File: src/rtl/icache_arbiter_pkg.sv
// Shared fetch/icache request types and block-level defaults for the icache arbiter.
package icache_arbiter_pkg;

    localparam int ADDR_FIELD_WIDTH       = 32;
    localparam int DATA_FIELD_WIDTH       = 64;
    localparam int ACCESS_ID_WIDTH        = 4;
    localparam int NUM_FETCH_UNITS        = 4;
    localparam int ICACHE_MAX_OUTSTANDING = 4;

    typedef enum logic [1:0] {
        ACC_FETCH    = 2'd0,
        ACC_PREFETCH = 2'd1,
        ACC_INVAL    = 2'd2
    } access_e;

    typedef struct packed {
        logic                        vld;
        access_e                     acc;
        logic [ACCESS_ID_WIDTH-1:0]  access_id;
        logic [ADDR_FIELD_WIDTH-1:0] addr;
        logic [DATA_FIELD_WIDTH-1:0] data;
    } request_t;

endpackage

File: src/rtl/icache_arbiter_rr_arbiter.sv
// Round-robin picker: searches upward from the last winner, wrapping modulo N.
// Pointer only moves when the caller consumes the grant via advance.
module rr_arbiter
    import icache_arbiter_pkg::*;
#(
    parameter int N = 4,
    localparam int IDX_W = (N > 1) ? $clog2(N) : 1
) (
    input  logic             clk,
    input  logic             rst_n,
    input  logic [N-1:0]     req,
    input  logic             advance,
    output logic [N-1:0]     gnt,
    output logic [IDX_W-1:0] gnt_idx
);

    logic [IDX_W-1:0] ptr_q, ptr_d;
    int               j;

    // Walk offsets from farthest to nearest so the nearest requester wins.
    always_comb begin
        gnt     = '0;
        gnt_idx = '0;
        j       = 0;
        for (int k = N; k >= 1; k--) begin
            j = (int'(ptr_q) + k) % N;
            if (req[IDX_W'(j)]) begin
                gnt              = '0;
                gnt[IDX_W'(j)]   = 1'b1;
                gnt_idx          = IDX_W'(j);
            end
        end
        ptr_d = advance ? gnt_idx : ptr_q;
    end

    always_ff @(posedge clk or negedge rst_n) begin
        if (!rst_n) ptr_q <= IDX_W'(N - 1);
        else        ptr_q <= ptr_d;
    end

endmodule

File: src/rtl/icache_arbiter.sv
// Shares one icache port among NUM_REQ fetch units: one-entry slot per unit,
// round-robin grant, requester-tagged requests and tag-routed responses.
module icache_arbiter
    import icache_arbiter_pkg::*;
#(
    parameter int NUM_REQ         = NUM_FETCH_UNITS,
    parameter int MAX_OUTSTANDING = ICACHE_MAX_OUTSTANDING,
    parameter int ID_W            = $clog2(NUM_REQ)
) (
    input  logic                     clk,
    input  logic                     reset,
    input  request_t [NUM_REQ-1:0]   fetch_req,
    output logic     [NUM_REQ-1:0]   fetch_busy,
    output request_t [NUM_REQ-1:0]   fetch_rsp,
    input  logic                     icache_busy,
    output request_t                 icache_req,
    input  request_t                 icache_rsp,
    output logic     [NUM_REQ-1:0]   err_overflow,
    output logic                     err_unexp_rsp
);

    localparam int CNT_W = $clog2(MAX_OUTSTANDING + 1);

    request_t [NUM_REQ-1:0]            slot_q, slot_d;
    logic     [NUM_REQ-1:0]            full_q, full_d;
    logic     [NUM_REQ-1:0][CNT_W-1:0] cnt_q, cnt_d;
    request_t [NUM_REQ-1:0]            rsp_q, rsp_d;
    request_t                          ireq_q, ireq_d;
    logic     [NUM_REQ-1:0]            ovf_q, ovf_d;
    logic                              unexp_q, unexp_d;

    logic [NUM_REQ-1:0] elig, gnt, take, dec;
    logic [ID_W-1:0]    gnt_idx, rsp_tag;
    logic               advance, tag_ok, rsp_ok;

    rr_arbiter #(.N(NUM_REQ)) u_rr (
        .clk     (clk),
        .rst_n   (reset),
        .req     (elig),
        .advance (advance),
        .gnt     (gnt),
        .gnt_idx (gnt_idx)
    );

    always_comb begin
        for (int i = 0; i < NUM_REQ; i++)
            elig[i] = full_q[i] && (cnt_q[i] < CNT_W'(MAX_OUTSTANDING));
        advance = !icache_busy && (|elig);
        take    = gnt & {NUM_REQ{advance}};

        // The whole access_id must name a real requester, not just its low bits.
        rsp_tag = icache_rsp.access_id[ID_W-1:0];
        tag_ok  = icache_rsp.access_id < ACCESS_ID_WIDTH'(NUM_REQ);
        rsp_ok  = icache_rsp.vld && tag_ok && (cnt_q[rsp_tag] != '0);

        slot_d  = slot_q;
        full_d  = full_q;
        cnt_d   = cnt_q;
        dec     = '0;
        ovf_d   = ovf_q;
        for (int i = 0; i < NUM_REQ; i++) begin
            dec[i]   = rsp_ok && (rsp_tag == ID_W'(i));
            cnt_d[i] = cnt_q[i] + CNT_W'(take[i]) - CNT_W'(dec[i]);
            if (take[i]) begin
                full_d[i] = 1'b0;
            end else if (fetch_req[i].vld && !full_q[i]) begin
                full_d[i] = 1'b1;
                slot_d[i] = fetch_req[i];
            end
            if (fetch_req[i].vld && full_q[i]) ovf_d[i] = 1'b1;
        end

        ireq_d = '0;
        if (advance) begin
            ireq_d           = slot_q[gnt_idx];
            ireq_d.vld       = 1'b1;
            ireq_d.access_id = ACCESS_ID_WIDTH'(gnt_idx);
        end

        rsp_d = '0;
        if (rsp_ok) begin
            rsp_d[rsp_tag]           = icache_rsp;
            rsp_d[rsp_tag].access_id = '0;
        end

        unexp_d = unexp_q | (icache_rsp.vld && !rsp_ok);
    end

    always_ff @(posedge clk or negedge reset) begin
        if (!reset) begin
            slot_q  <= '0;
            full_q  <= '0;
            cnt_q   <= '0;
            rsp_q   <= '0;
            ireq_q  <= '0;
            ovf_q   <= '0;
            unexp_q <= 1'b0;
        end else begin
            slot_q  <= slot_d;
            full_q  <= full_d;
            cnt_q   <= cnt_d;
            rsp_q   <= rsp_d;
            ireq_q  <= ireq_d;
            ovf_q   <= ovf_d;
            unexp_q <= unexp_d;
        end
    end

    assign fetch_busy    = full_q;
    assign fetch_rsp     = rsp_q;
    assign icache_req    = ireq_q;
    assign err_overflow  = ovf_q;
    assign err_unexp_rsp = unexp_q;

endmodule

File: config.mk
export PLATFORM = sky130hd
export DESIGN_NAME = icache_arbiter
export DESIGN_NICKNAME = d
export VERILOG_FILES = /design/src/rtl/icache_arbiter_pkg.sv /design/src/rtl/icache_arbiter_rr_arbiter.sv /design/src/rtl/icache_arbiter.sv
export SDC_FILE = /design/constraint.sdc
export NUM_CORES = 1
export LEC_CHECK = 0
export CAP_MARGIN = 20
export CELL_PAD_IN_SITES_DETAIL_PLACEMENT = 1
export CELL_PAD_IN_SITES_GLOBAL_PLACEMENT = 1
export CORE_AREA = 2 2 408 410
export DETAILED_ROUTE_END_ITERATION = 8
export DIE_AREA = 0 0 410 412
export HOLD_SLACK_MARGIN = 0.08
export PLACE_DENSITY = 0.55
export SLEW_MARGIN = 20
export SYNTH_ARGS = -nofsm -noshare
export SYNTH_HDL_FRONTEND = slang
export SYNTH_SLANG_ARGS = --single-unit
File: constraint.sdc
create_clock -name clk -period 12.55 [get_ports clk]
set_input_delay 2.51 -clock clk [delete_from_list [all_inputs] [get_ports clk]]
set_output_delay 2.51 -clock clk [all_outputs]
set_load 0.01 [all_outputs]
==> summary.md <==
| Metric | Value |
|---|---|
| Largest family of logic cells by synthesized area | simple AND/OR/NAND/NOR gates |
| Critical path capture point type | flip-flop |
| Vias | 35,890 |
| Yosys synthesis warning count | 0 |
| Slew @ Worst Pin | 1180 ps |
| Post-Synth XOR/XNOR Area | 0.1844% |
| Min Tclk post-route | approximately 6200 ps |
| Initial antenna violation count | 100 |
| Core area | 164,200 µm² |
| Via/cell ratio | 5.018 |
| Primary FF master, synth | dfrtp_1 |
| Longest Clk Path Bufs | 3 |
| Width of the chip | approximately 400 µm |
| Simple-gate area share of the yosys netlist | between 10% and 20% |
| Vias in the first global route | 37,050 |
| Placed Instances | approximately 6,900 |
| Clock Power Share | 20.6% |
| Post-Synthesis Cell Area | 42,760 µm² |
| I/O pins | ~1,000 |
| Die Span Y | around 400 µm |
| Part of the cycle the worst path needs | 49.36% |
| RSZ-0062 raised after global routing | false |
| Power density cells | 288.1 nW/µm² |
| Hold Fails Final Rpt | 0 |
| Crit path max-delay cell type | dfstp_4 |
| Status | completed |
| CTS tree | yes |
| Tightest Hold Check Type | flip-flop to flip-flop |
| Setup crit start | u_rr.ptr_q[0]$_DFFE_PN1P_ |
| Worst skew pair latency | 790 ps |
| Maximum VDD drop | between 0.4 and 0.5 mV |
| Global route overflow | 0 |
| Hold path start | err_overflow[1]$_DFFE_PN0P_ |
| Post-synthesis cell type count | 57 |
| Hold_ws | 455.6 ps |
| Num rows | 149 |
| WL/cell | roughly 28 µm |
| Total CTS buffers | 116 |
| Leading area contributor after synthesis | dfrtp_1 |
| Startpoint Class | flip-flop |
| Layout overhead on the synthesized area | 38.34% |
| Final core utilization | 36.01% |
| Slew Viols, Final | 0 |
| Leakage Power | 24.86 nW |
| Final WS setup | ~6400 ps |
| Most frequent CP cell | buf_4 |
| Initial DRC count | 2,600 |
| Die ar. | 168,900 µm² |
| Clock-pin slew on the worst setup and hold paths | 60 ps |
| Category of the most critical setup path | flip-flop to flip-flop |
| Critical path buffer and inverter count | 5 |
| Synth Area in Adders | 0.5677% |
| Antenna Nets Post-Route | 0 |
| Setup bufs post-CTS | 0 |
| Final nets | approximately 5,400 |
| CTS Hold Buffers Added | 0 |
| Switching share of power | 45.87% |
| Comb power frac | 52.8% |
| First-pass GRT wire length | 285,400 µm |
| Gr usage total | 23.16% |
| Slew margin rel. | 21.33% |
| CP Cell Sequence | inv_8 -> ha_1 -> inv_1 -> mux4_4 -> buf_4 -> o21ai_0 -> nand3b_1 -> o41ai_4 -> buf_4 -> buf_4 -> mux2_2 |
| Post-CTS sizing | 0 |
| Post-Route WL | ~200,000 µm |
| Cell family with most CP delay | buffers and inverters |
| Peak per-stage delay on the critical path | 850 ps |
| TNS Setup | 0 ps |
| Clk sinks | 927 |
| Final std cell area, no fill | ~60,000 µm² |
| Setup slack, reg-to-reg | 6360 ps |
| P_int | between 9 and 10 mW |
| F_max | approximately 160 MHz |
| DRC violations left | 0 |
| Synth Area in Compound Gates | 13.75% |
| Worst EP arrival | between 6000 and 7000 ps |
| Seq/Total Area, Yosys | 54.26% |
| Synth Instances | 3,989 |
| Power, Total | about 17 mW |
| CP max FO | 104 |
| MaxCap Viol Count | 0 |
| Post-DP HPWL | ~140,000 µm |
| Placed cell areas | 55,040 µm² |
| Mean Syn Cell Area | between 10 and 15 µm² |
| Seq pwr share | a little over a quarter |
| GP Congestion | 0.8105 |
| FFs w/ async S/R, synth | between 90% and 100% |
| Dominant cells by area after synthesis | dfrtp_1 (54%), mux2_2 (9.8%), o221ai_1 (6.0%) |
| Reg2reg start | u_rr.ptr_q[0]$_DFFE_PN1P_ |
| Top-area cell type share of the netlist area | 54.14% |
| Final cell count without fillers | 7,152 |
| Clock skew after layout | 76.97 ps |
| Post-synthesis mux area share | 10.64% |
| Layout cell share with drive strength beyond 1 | between 10% and 20% |
| Net Sw Power | between 7 and 8 mW |
| Initial core utilization | 26.03% |
| Post-synth EDFFs | 0 |
| Port buffer count | just over 1,000 |
| #FFs+latches synth | 927 |
| Critical path required time | between 10,000 and 15,000 ps |
| CTS H-tree depth | 3 |
| Pin count of the biggest net entering global routing | 208 |
| Clock root cell | clkbuf_16 |
| Pre-antenna DRT Iters | 5 |
| Dpl ws | 6127 ps |
| Final setup violation count | 0 |
[worst register-to-register path, cell delays in order, from the launching register on]
cell	delay, ps
dfstp_4	850
inv_8	350
ha_1	590
inv_1	200
mux4_4	830
buf_4	490
o21ai_0	350
nand3b_1	160
o41ai_4	80
buf_4	810
buf_4	870
mux2_2	460
[cell usage after synthesis, types with 8 or more instances]
master and number:
dfrtp_1 925, nand3_1 397, and2_1 393, mux2_2 372, nand2_1 305, o221ai_1 294
clkbuf_1 279, inv_1 212, nor2_1 202, a21oi_1 105, o211ai_1 100, a22oi_1 98
a311o_1 97, buf_2 51, buf_1 26, mux2_1 20, ha_1 13, a21o_1 8
o21ai_0 8
[power groups by stage]
stage	clock network, mW	registers [mW]	logic (mW)
6_report	3.51	4.54	8.99
3_5_place_dp	0	4.58	9.05
2_1_floorplan	0	4.40	6.03
3_3_place_gp	0	4.55	8.91
5_1_grt	3.74	4.67	9.82
4_1_cts	3.63	4.53	9.09
[sequential cells by signal (all words and copies together), names as in the netlist]
name / cells
err_unexp_rsp: 1
fetch_busy: 4
icache_req: 101
cnt_q: 12
u_rr.ptr_q: 2
slot_q: 392
fetch_rsp: 411
err_overflow: 4
[path summary, 6_finish.rpt]
path,endpoint,depth (start not counted)
max in group asynchronous,fetch_rsp[96]$_DFF_PN0_,3
min in group asynchronous,slot_q[38]$_DFFE_PN0P_,1
setup reg to reg,slot_q[50]$_DFFE_PN0P_,11
hold / removal,err_overflow[1]$_DFFE_PN0P_,1
setup / recovery,slot_q[50]$_DFFE_PN0P_,11
hold reg to reg,err_overflow[1]$_DFFE_PN0P_,1
[logic make-up after synthesis]
logic type,after synthesis
AOI/OAI and AO/OA,735
xor gates and xnor gates,9
adders and majority gates,17
buffers and inverters,574
DFF,927
muxes,398
other,1
and+or+nand+nor,1328
[area by class of cell]
type | instances | area, µm²
clock buffer | 181 | 3497
timing repair buffer | 1077 | 10800
fill | 18000 | 105100
sequential | 927 | 23200
tap | 2189 | 2739
antenna | 28 | 70.07
inverter | 213 | 807.0
clock inverter | 33 | 520.5
multi-input combinational | 2504 | 17520
[routing by layer]
layer  global-route usage, %  up-vias  wire length [µm]
met1                   28.31    18450             81270
met5                       0        -               383
li1                        -    15910                 -
met2                   37.61     1160             95270
met3                   8.739      312             18120
met4                   7.353       60              5777
[cells in the final DEF (no fill, tap or decap), drive strengths merged, types with 4 or more instances in the layout]
cell type / Yosys / layout
clkdlybuf4s50: 0 / 1022
bufinv: 0 / 7
clkbuf: 279 / 181
inv: 213 / 215
o211ai: 100 / 100
conb: 1 / 17
diode: 0 / 28
a22oi: 98 / 98
buf: 82 / 55
nand2: 305 / 305
nor2b: 5 / 5
xnor2: 6 / 6
nand3: 397 / 397
a21oi: 105 / 105
clkinv: 0 / 21
mux4: 6 / 6
dfrtp: 925 / 925
a21o: 8 / 8
fa: 4 / 4
and2: 393 / 393
ha: 13 / 13
o21a: 7 / 7
nor3: 4 / 4
a311o: 97 / 97
mux2: 392 / 392
o21ai: 9 / 9
nand2b: 4 / 4
nor2: 203 / 203
o221ai: 295 / 295
No activity file was read; power rests on OpenSTA's default activity.
